--- src/rtl/lcd_bus_writer_if.sv ---
// Upstream write handshake for the LCD bus writer: one command/data word per
// wr_valid && wr_ready edge, with register-select and end-of-burst flag.
interface lcd_bus_writer_if #(
    parameter int DATA_W = 16
);
    logic              wr_valid;
    logic              wr_ready;
    logic [DATA_W-1:0] wr_data;
    logic              wr_rs;
    logic              wr_last;

    modport master (
        output wr_valid, wr_data, wr_rs, wr_last,
        input  wr_ready
    );

    modport slave (
        input  wr_valid, wr_data, wr_rs, wr_last,
        output wr_ready
    );
endinterface

--- src/rtl/lcd_bus_writer.sv ---
// 8080-style parallel LCD write engine: programmable setup / strobe-low / strobe-high
// phases, with chip-select held low across back-to-back words of a burst.
module lcd_bus_writer #(
    parameter int DATA_W  = 16,
    parameter int T_SETUP = 1,
    parameter int T_WRL   = 1,
    parameter int T_WRH   = 1
) (
    input  logic              clk,
    input  logic              rstn,
    lcd_bus_writer_if.slave   wr_if,
    output logic              word_done,
    output logic              busy,
    output logic              LCD_CS,
    output logic              LCD_WR,
    output logic              LCD_RS,
    output logic [DATA_W-1:0] LCD_DB
);
    localparam int T_MAX = (T_SETUP > T_WRL) ? ((T_SETUP > T_WRH) ? T_SETUP : T_WRH)
                                             : ((T_WRL > T_WRH) ? T_WRL : T_WRH);
    localparam int CNT_W = $clog2(T_MAX) + 1;

    typedef enum logic [2:0] {IDLE, SETUP, WR_L, WR_H, GAP} state_e;

    state_e            state_q, state_d;
    logic [CNT_W-1:0]  cnt_q, cnt_d;
    logic [DATA_W-1:0] data_q, data_d;
    logic              rs_q, rs_d;
    logic              last_q, last_d;
    logic              cs_q, cs_d;
    logic              wr_q, wr_d;
    logic              done_q, done_d;
    logic              busy_q, busy_d;
    logic              cnt_zero;
    logic              accept;

    assign cnt_zero = (cnt_q == '0);

    // Ready depends only on registered state so upstream sees no input-to-output path.
    assign wr_if.wr_ready = (state_q == IDLE) || (state_q == GAP) ||
                            ((state_q == WR_H) && cnt_zero && !last_q);
    assign accept = wr_if.wr_valid && wr_if.wr_ready;

    // NOTE: every signal assigned here gets a default first, so no latch is inferred.
    always_comb begin
        state_d = state_q;
        cnt_d   = cnt_q;
        data_d  = data_q;
        rs_d    = rs_q;
        last_d  = last_q;

        unique case (state_q)
            IDLE, GAP: begin
                if (accept) begin
                    state_d = SETUP;
                    cnt_d   = CNT_W'(T_SETUP - 1);
                end
            end
            SETUP: begin
                if (cnt_zero) begin
                    state_d = WR_L;
                    cnt_d   = CNT_W'(T_WRL - 1);
                end else begin
                    cnt_d = cnt_q - 1'b1;
                end
            end
            WR_L: begin
                if (cnt_zero) begin
                    state_d = WR_H;
                    cnt_d   = CNT_W'(T_WRH - 1);
                end else begin
                    cnt_d = cnt_q - 1'b1;
                end
            end
            WR_H: begin
                if (!cnt_zero) begin
                    cnt_d = cnt_q - 1'b1;
                end else if (last_q) begin
                    state_d = IDLE;
                    cnt_d   = '0;
                end else if (accept) begin
                    state_d = SETUP;
                    cnt_d   = CNT_W'(T_SETUP - 1);
                end else begin
                    state_d = GAP;
                    cnt_d   = '0;
                end
            end
            default: begin
                state_d = IDLE;
                cnt_d   = '0;
            end
        endcase

        if (accept) begin
            data_d = wr_if.wr_data;
            rs_d   = wr_if.wr_rs;
            last_d = wr_if.wr_last;
        end

        // Pin values are computed from the next state so the pads come straight off flops.
        cs_d   = (state_d == IDLE);
        wr_d   = (state_d != WR_L);
        done_d = (state_d == WR_H) && (cnt_d == '0);
        busy_d = (state_d != IDLE);
    end

    // NOTE: sequential state uses non-blocking assignments only, so all flops update together.
    always_ff @(posedge clk or negedge rstn) begin
        if (!rstn) begin
            state_q <= IDLE;
            cnt_q   <= '0;
            data_q  <= '0;
            rs_q    <= 1'b0;
            last_q  <= 1'b0;
            cs_q    <= 1'b1;
            wr_q    <= 1'b1;
            done_q  <= 1'b0;
            busy_q  <= 1'b0;
        end else begin
            state_q <= state_d;
            cnt_q   <= cnt_d;
            data_q  <= data_d;
            rs_q    <= rs_d;
            last_q  <= last_d;
            cs_q    <= cs_d;
            wr_q    <= wr_d;
            done_q  <= done_d;
            busy_q  <= busy_d;
        end
    end

    assign LCD_CS    = cs_q;
    assign LCD_WR    = wr_q;
    assign LCD_RS    = rs_q;
    assign LCD_DB    = data_q;
    assign word_done = done_q;
    assign busy      = busy_q;
endmodule

--- src/flat_wrapper.sv ---
// flat-port wrapper written by rule: the top's interface ports become plain ports
module lcd_bus_writer_flat 
#(
    parameter int DATA_W  = 16,
    parameter int T_SETUP = 1,
    parameter int T_WRL   = 1,
    parameter int T_WRH   = 1
)
  (clk, rstn, word_done, busy, LCD_CS, LCD_WR, LCD_RS, LCD_DB, wr_if_wr_valid, wr_if_wr_data, wr_if_wr_rs, wr_if_wr_last, wr_if_wr_ready);
  lcd_bus_writer_if #(.DATA_W(DATA_W)) wr_if_i ();
  input  logic clk;
  input  logic rstn;
  output logic word_done;
  output logic busy;
  output logic LCD_CS;
  output logic LCD_WR;
  output logic LCD_RS;
  output logic [DATA_W-1:0] LCD_DB;
  input wire logic [$bits(wr_if_i.wr_valid)-1:0] wr_if_wr_valid;
  input wire logic [$bits(wr_if_i.wr_data)-1:0] wr_if_wr_data;
  input wire logic [$bits(wr_if_i.wr_rs)-1:0] wr_if_wr_rs;
  input wire logic [$bits(wr_if_i.wr_last)-1:0] wr_if_wr_last;
  output wire logic [$bits(wr_if_i.wr_ready)-1:0] wr_if_wr_ready;
  assign wr_if_i.wr_valid = wr_if_wr_valid;
  assign wr_if_i.wr_data = wr_if_wr_data;
  assign wr_if_i.wr_rs = wr_if_wr_rs;
  assign wr_if_i.wr_last = wr_if_wr_last;
  assign wr_if_wr_ready = wr_if_i.wr_ready;
  lcd_bus_writer #(.DATA_W(DATA_W), .T_SETUP(T_SETUP), .T_WRL(T_WRL), .T_WRH(T_WRH)) u_core (.clk(clk), .rstn(rstn), .wr_if(wr_if_i), .word_done(word_done), .busy(busy), .LCD_CS(LCD_CS), .LCD_WR(LCD_WR), .LCD_RS(LCD_RS), .LCD_DB(LCD_DB));
endmodule
--- config.mk ---
export PLATFORM = sky130hd
export DESIGN_NAME = lcd_bus_writer_flat
export DESIGN_NICKNAME = d
export VERILOG_FILES = /design/src/rtl/lcd_bus_writer_if.sv /design/src/rtl/lcd_bus_writer.sv /design/src/flat_wrapper.sv
export SDC_FILE = /design/constraint.sdc
export NUM_CORES = 1
export LEC_CHECK = 0
export ABC_AREA = 1
export BUFFER_PORTS_ARGS = -buffer_cell sky130_fd_sc_hd__buf_2
export CORE_ASPECT_RATIO = 1.1
export CORE_MARGIN = 1
export CORE_UTILIZATION = 32
export CTS_CLUSTER_SIZE = 14
export DETAILED_ROUTE_END_ITERATION = 7
export PLACE_DENSITY = 0.57
export SYNTH_ARGS = -nofsm -noshare
export SYNTH_HDL_FRONTEND = slang
export SYNTH_SLANG_ARGS = --single-unit
--- constraint.sdc ---
create_clock -name clk -period 1.4 [get_ports clk]
set_input_delay 0.21 -clock clk [delete_from_list [all_inputs] [get_ports clk]]
set_output_delay 0.21 -clock clk [all_outputs]
set_load 0.02 [all_outputs]
==> results of run 1 <==
cell families (layout without fill, tap and decap cells):
group	count (synthesis)	count (layout)	synth area share (%)
buffers and inverters	13	63	5.84
AO/OA/AOI/OAI	7	7	3.78
AND/OR/NAND/NOR	75	76	33.9
flip-flops	26	26	56.4
cell usage in the layout, fill, tap and decap left out, types with 2 or more instances in the layout:
cell type	n
sky130_fd_sc_hd__buf_2	41
sky130_fd_sc_hd__nand2_1	30
sky130_fd_sc_hd__dfrtp_1	22
sky130_fd_sc_hd__nand3_1	20
sky130_fd_sc_hd__nand2_2	13
sky130_fd_sc_hd__inv_1	6
sky130_fd_sc_hd__buf_4	6
sky130_fd_sc_hd__inv_2	3
sky130_fd_sc_hd__nor2_4	3
sky130_fd_sc_hd__nor2_1	3
sky130_fd_sc_hd__clkbuf_4	3
sky130_fd_sc_hd__o211ai_1	2
sky130_fd_sc_hd__nor2_2	2
sky130_fd_sc_hd__a21oi_1	2
sky130_fd_sc_hd__nand2_4	2
sky130_fd_sc_hd__nand2_8	2
sky130_fd_sc_hd__buf_6	2
sky130_fd_sc_hd__dfstp_2	2
sky130_fd_sc_hd__dfrtp_2	2
power by group through the flow:
stage          clock [mW]  sequential, mW  combinational, mW
5_1_grt             0.425            1.36               2.18
3_3_place_gp            0            1.31               1.74
3_5_place_dp            0            1.32               1.77
6_report            0.390            1.32               1.98
4_1_cts             0.400            1.31               1.89
2_1_floorplan           0            1.66              0.950
cells in the mapped netlist:
cell / number / area share, %
sky130_fd_sc_hd__nand2_1: 32 / 10
sky130_fd_sc_hd__dfrtp_1: 24 / 52
sky130_fd_sc_hd__nand3_1: 20 / 8.6
sky130_fd_sc_hd__nand2_2: 11 / 5.9
sky130_fd_sc_hd__inv_1: 7 / 2.3
sky130_fd_sc_hd__nor2_1: 5 / 1.6
sky130_fd_sc_hd__a21oi_1: 2 / 0.86
sky130_fd_sc_hd__buf_6: 2 / 1.9
sky130_fd_sc_hd__dfstp_2: 2 / 4.5
sky130_fd_sc_hd__inv_2: 2 / 0.65
sky130_fd_sc_hd__nand2_8: 2 / 3.5
sky130_fd_sc_hd__nor2_4: 2 / 1.9
sky130_fd_sc_hd__o211ai_1: 2 / 1.3
sky130_fd_sc_hd__buf_1: 1 / 0.32
sky130_fd_sc_hd__buf_4: 1 / 0.65
sky130_fd_sc_hd__nand2_4: 1 / 0.97
sky130_fd_sc_hd__nor2_2: 1 / 0.54
sky130_fd_sc_hd__nor3_1: 1 / 0.43
sky130_fd_sc_hd__o21a_1: 1 / 0.65
sky130_fd_sc_hd__o21ai_0: 1 / 0.43
sky130_fd_sc_hd__o22ai_1: 1 / 0.54
worst min-delay path, cell delays in order:
cell and delay [ns]:
sky130_fd_sc_hd__buf_2 0.07, sky130_fd_sc_hd__nand3_1 0.07, sky130_fd_sc_hd__nand2_1 0.06
path summary, 6_finish.rpt:
| kind | depth (start not counted) | to | start |
|---|---|---|---|
| max | 5 | wr_if_wr_ready | u_core.state_q[0] |
| min | 3 | u_core.LCD_DB[2] | wr_if_wr_data[2] |
| max reg2reg | 8 | u_core.LCD_DB[11] | u_core.state_q[0] |
| min reg2reg | 2 | u_core.LCD_DB[3] | u_core.LCD_DB[3] |
| max in group asynchronous | 2 | u_core.state_q[0] | rstn |
| min in group asynchronous | 2 | u_core.LCD_DB[1] | rstn |
registers in the layout, summed over array words and instances, names as in the netlist:
register          count
u_core.LCD_CS         1
u_core.LCD_DB        16
u_core.LCD_RS         1
u_core.LCD_WR         1
u_core.busy           1
u_core.cnt_q          1
u_core.last_q         1
u_core.state_q        3
u_core.word_done      1
per-layer routing:
metal	part of all wire, %	wire (um)	vias to the layer above	global-route usage, %
li1	-	-	486	-
met1	44	1130	457	18.5
met2	51	1290	32	22.8
met3	4.6	117	0	2.00
met4	0	0	0	4.76
met5	0	0	-	0
metrics by stage:
step                      cell area (um2)  cells  setup TNS, ns
after floorplan                      1160    121              0
after global placement               1410    209              0
after detailed placement             1410    209              0
after CTS                            1490    218        -0.0956
after global routing                 1530    220         -0.657
final                                1530    220        -0.0258
timing repair:
item | CTS | global route
setup endpoints to repair | 1 | 21
hold buffers | 1 | 0
pin swaps | 2 | 5
hold endpoints to repair | 24 | 0
cloned | 0 | 1
setup buffers | 4 | 1
resized for setup | 4 | 7
area by class of cell:
type / count / area [um2]
sequential: 26 / 656
inverter: 9 / 33.8
multi-input combinational: 83 / 463
timing repair buffer: 50 / 283
tap: 48 / 60.1
clock buffer: 4 / 36.3
fill: 344 / 1850
==> summary by stage, run 1 <==
Run status
The run finished, with violations left. The checks that failed: setup timing.

Critical path
The setup check on the worst reg-to-reg path leaves a slack of 0.03 ns. The nature of the critical path startpoint is a register. On the critical path the largest part of the delay comes from flip-flops. The worst setup path is captured at an output port. The data required time of the critical path is 1.19 ns. The critical path goes through inv_2, nor2_4, nand2_4, nand2_8, buf_6. The maximum fanout along the worst path is 4.

The slowest stage of the critical path is the sky130_fd_sc_hd__dfrtp_2 cell. Together, buffers and inverters on the worst path number 2. For this run, the slowest stage of the critical path takes 0.46 ns. The signal arrival time at the worst endpoint is 1.22 ns. The critical path in this run is classified as reg2out.

Global route
Entering global routing, the biggest net connects 27 pins. The initial antenna violation count is 0. The first global-routing pass estimated 4.09 mm of wire. The overall global routing resource usage is 13.9%.

The number of global-route vias before repair is 931. The global route total overflow is 0.

Routing
After detailed routing, the number of remaining DRC violations is 0. The antenna violation net count after detailed routing is 0. In the final routed layout, each cell accounts on average for 11.5 um.

Dividing the detail-routed via count by the number of cells gives 4.43. For this block, the via count after detailed routing is 975. The first routing iteration left 18 violations. The overall routed net length is 2.54 mm.

The first detailed-routing pass ran for 4 iterations.

Timing
Across all setup checks in the final design, the least slack found is -0.0258 ns. In this run the tightest slew margin relative to its limit is 63.3%. On the final layout, the worst clock skew is 0.00493 ns. Derived from the worst setup path, the maximum achievable clock frequency is 701 MHz. The final worst-path cycle share is 102%. At the pin with the least slew margin, the transition time is 0.551 ns. The hold violation count in the final report was 0. Setup repair after global routing could not meet its margin everywhere.

The final critical-path required period is 1.43 ns. The number of pins with negative max-slew slack in the final report is 0. The tightest hold margin is 0.109 ns. The setup-violating endpoint count in the final report is 1.

Yosys
The netlist area before placement is 1160 um2. The number of distinct library cells after synthesis is 21. The average cell area after synthesis is 9.56 um2. The share of synthesized area occupied by flip-flops and latches is 56.4%. The synthesized netlist net count is 142. The number of warnings printed during yosys synthesis is 0. The cell count after synthesis came out at 121. Counting flops and latches in the post-synthesis netlist gives 26.

Power
The leakage power is 0.832 nW. The clock share of power is 10.6%. The internal cell power is 2.00 mW. In this run the power spent charging and discharging nets is 1.69 mW. The fraction of power consumed by combinational cells is 53.6%. The register share of total power is 35.8%.

The switching share of power is 45.9%. Total power for the finished layout comes to 3.69 mW. The power per standard cell area is 2410 nW/um2. The maximum VDD drop is 782 uV.

Clocking
Buffers inserted during clock tree synthesis total 3. The insertion delay of the later-clocked pin in the worst-skew pair is 0.32 ns. CTS saw 26 sinks.

The longest clock path from root to sink contains 2 buffers. Clock tree synthesis selected as its root buffer the cell sky130_fd_sc_hd__clkbuf_4. The clock edge transition at the registers on the reported setup and hold paths is 0.15 ns. TritonCTS built the clock tree. The depth of the CTS H-tree is 1.

Place
Prior to clock tree synthesis, the placed netlist has a worst setup slack of 0.0905 ns. The final estimated routing congestion in global placement is 0.822. Detailed placement ended at an HPWL of 1.74 mm. The number of buffers inserted by port buffering is 42.

Floorplanning
The die covers 3860 um2. The floorplan step set the die width to 59.3 um. Measured along the y axis, the die boundary spans 65.1 um.

The number of I/O pins is 43. The floorplan step defined a core boundary enclosing 3390 um2. The initial core utilization is 34.2%. The number of rows created at floorplan is 22.

Final layout
Measured on the finished design, the core utilization comes to 45.2%. The total inserted antenna cells is 0. Relative to the synthesized area, the layout overhead comes to 32.3%. The number of nets in the final layout is 194. The share of post-route cells with drive strength above 1 is 47.7%.

Hold path
The worst hold path class is in2reg.

Flow run
The number of violations of the max-capacitance limit is 0.
(Power assumes the default switching activity.)
==> run 2: changes to the inputs <==
PLACE_DENSITY = default   (was 0.57)
==> summary by stage, run 2 (synthesis gave the netlist of run 1 again) <==
Routing
The vias after detailed routing is 968 (-0.72%). The routed via count divided by cell count was 4.42 (-0.26%). The detailed-route DRC error count is 0 (unchanged).

The overall routed net length is 2.35 mm (-7.5%). The antenna violation net count after detailed routing came to 0 (unchanged). The number of DRC violations after detailed-routing iteration 0 came to 19 (+1). The detailed-route wire length per cell is 10.7 um (-7.1%).

The iteration count of the initial detailed-routing pass came to 4 (unchanged).

Global route
The global-route wire length before repair was 4.16 mm (+1.7%). The overall global routing resource usage is 14.4% (+0.52 points). The largest net degree at the start of global routing was 27 (unchanged). The initial antenna violation count is 0 (unchanged).

The number of global-route vias before repair is 963 (+3.4%). The global route total overflow is 0 (unchanged).

Hold path
The worst hold path terminates at u_core.LCD_DB[9]. The worst hold path depth came to 3 (unchanged). The tightest min-delay check is of the in2reg type. The startpoint of the worst hold path is wr_if_wr_data[9].

Critical path
The worst register-to-register path begins at u_core.state_q[1]. The kind of end point of the critical path is an output port. The destination of the worst register-to-register timing path is u_core.last_q. The slack of the worst reg-to-reg path was 0.01 ns (-0.02 ns).

The signal arrival time at the worst endpoint came to 1.23 ns (about the same). STA classifies the critical path startpoint as a register. The maximum fanout along the worst path was 4 (unchanged). The number of cells on the worst reg-to-reg path is 8 (unchanged). The worst setup path is of the reg2out kind. The data required time of the critical path came to 1.19 ns (about the same).

Power
The leakage power was 0.823 nW (-1.0%). The maximum VDD drop is 692 uV (-12%). The power per standard cell area came to 2360 nW/um2 (-2.0%). The sum of internal, switching and leakage power is 3.55 mW (-3.8%).

Clocking
The insertion delay of the later-clocked pin in the worst-skew pair is 0.32 ns (about the same). The number of clock sinks is 26 (unchanged). The clock edge transition at the registers on the reported setup and hold paths is 0.14 ns (about the same). The CTS tree is done. The maximum clock path buffer count is 2 (unchanged).

The number of buffers inserted during clock tree synthesis is 3 (unchanged). CTS placed an instance of sky130_fd_sc_hd__clkbuf_4 at the clock tree root. The depth of the CTS H-tree was 1 (unchanged).

Timing
Setup repair after global routing could not meet its margin everywhere. The hold violation count in the final report is 0 (unchanged). The final worst-path cycle share is 103% (+1.0 points). The setup-violating endpoint count in the final report is 1 (unchanged). The number of pins with negative max-slew slack in the final report was 0 (unchanged).

The clock tree skew after final layout is 0.00208 ns (-0.00285 ns). The worst-margin pin slew was 0.561 ns (+0.00977 ns). The highest clock frequency the design can meet is 694 MHz (-1.0%).

The setup total negative slack is -0.0404 ns (-0.0146 ns). The worst setup slack after layout is -0.0404 ns (-0.0146 ns). The worst-case headroom to the max-slew limit is 62.6% (-0.65 points). The final critical-path required period is 1.44 ns (+0.0146 ns).

Place
The half-perimeter wire length after detailed placement is 1.70 mm (-2.3%). The standard cell area after detailed placement came to 1420 um2 (+0.53%). The number of buffers inserted by port buffering came to 42 (unchanged). The final estimated routing congestion in global placement is 0.908 (+10%).

Floorplanning
The number of I/O pins is 43 (unchanged). The initial core utilization came to 34.2% (unchanged). The die width is 59.3 um (unchanged). The number of rows created at floorplan is 22 (unchanged). The area of the die is 3860 um2 (unchanged).

The area of the core is 3390 um2 (unchanged). The die extent in y is 65.1 um (unchanged).

Final layout
In the layout the commonest cells are sky130_fd_sc_hd__buf_2, sky130_fd_sc_hd__nand2_1, sky130_fd_sc_hd__dfrtp_1, sky130_fd_sc_hd__nand3_1, sky130_fd_sc_hd__nand2_2. The number of filler cells placed in the layout is 350 (+1.7%). The most common library cell in the layout ignoring fill and taps is sky130_fd_sc_hd__buf_2. The area added between synthesis and finish is 29.8%. The number of nets in the final layout was 193 (-0.52%). The post-route cell area is 1500 um2 (-1.9%). The total inserted antenna cells is 0 (unchanged). The end-of-flow core utilization came to 44.4% (-0.85 points). The area used by sequential logic in the layout was 654 um2 (-0.19%). The area of combinational cells with multiple inputs was 439 um2 (-5.1%). The flip-flop count of the largest register after layout is 16 (unchanged). The share of post-route cells with drive strength above 1 is 45.6% (-2.1 points).

Flow run
The number of violations of the max-capacitance limit is 0 (unchanged).

Run status
The run finished, with violations left. The checks that failed: setup timing.
==> run 2: area by class of cell <==
class	instances	share of cell area, %
clock buffer	4	2.41
inverter	9	2.25
multi-input combinational	82	29.2
sequential	26	43.5
tap	48	4.00
timing repair buffer	50	18.6
==> run 2: timing repair <==
| item | in CTS | in global routing |
|---|---|---|
| buffers inserted | 4 | 0 |
| setup endpoints to repair | 1 | 21 |
| gates resized for setup | 4 | 3 |
| hold endpoints to repair | 24 | 0 |
| hold buffers | 1 | 0 |
| pin swaps | 1 | 1 |
==> run 2: worst max path at each step <==
stage / start / to / slack (ns) / cells after the start
detailed placement: u_core.state_q[1] / u_core.last_q / 0.12 / 6
floorplan: u_core.state_q[1] / u_core.LCD_DB[10] / 0.18 / 7
global placement: u_core.state_q[1] / u_core.last_q / 0.16 / 6
global route: u_core.state_q[1] / wr_if_wr_ready / -0.14 / 5
CTS: u_core.state_q[2] / wr_if_wr_ready / -0.03 / 6
finish: u_core.state_q[1] / wr_if_wr_ready / -0.04 / 5
==> run 2: worst max-delay path: stages (launching register included) <==
cell	delay, ns
sky130_fd_sc_hd__dfrtp_1	0.46
sky130_fd_sc_hd__nand2_2	0.09
sky130_fd_sc_hd__nor2_4	0.11
sky130_fd_sc_hd__nand2_4	0.08
sky130_fd_sc_hd__nand2_8	0.07
sky130_fd_sc_hd__buf_6	0.11
==> run 2: power breakdown <==
part | internal [mW] | switching, mW | leakage, nW
clock network | 0.159 | 0.217 | 0.0210
registers | 1.10 | 0.210 | 0.317
logic | 0.684 | 1.18 | 0.485
total | 1.94 | 1.60 | 0.823
==> run 2: stage by stage <==
step                hold slack (ns)  cells  worst slack, ns
finish                        0.112    219          -0.0404
global route                 0.0933    219           -0.136
CTS                           0.106    219          -0.0324
detailed placement            0.245    210            0.120
global placement              0.245    210            0.161
floorplan                   -0.0856    121            0.181
==> run 2: metal layers <==
layer / GRT usage (%) / vias to the layer above / wire length, um
li1: - / 484 / -
met1: 18.4 / 439 / 1030
met2: 22.6 / 34 / 1110
met3: 2.99 / 11 / 127
met4: 7.44 / 0 / 77
met5: 0 / - / 0
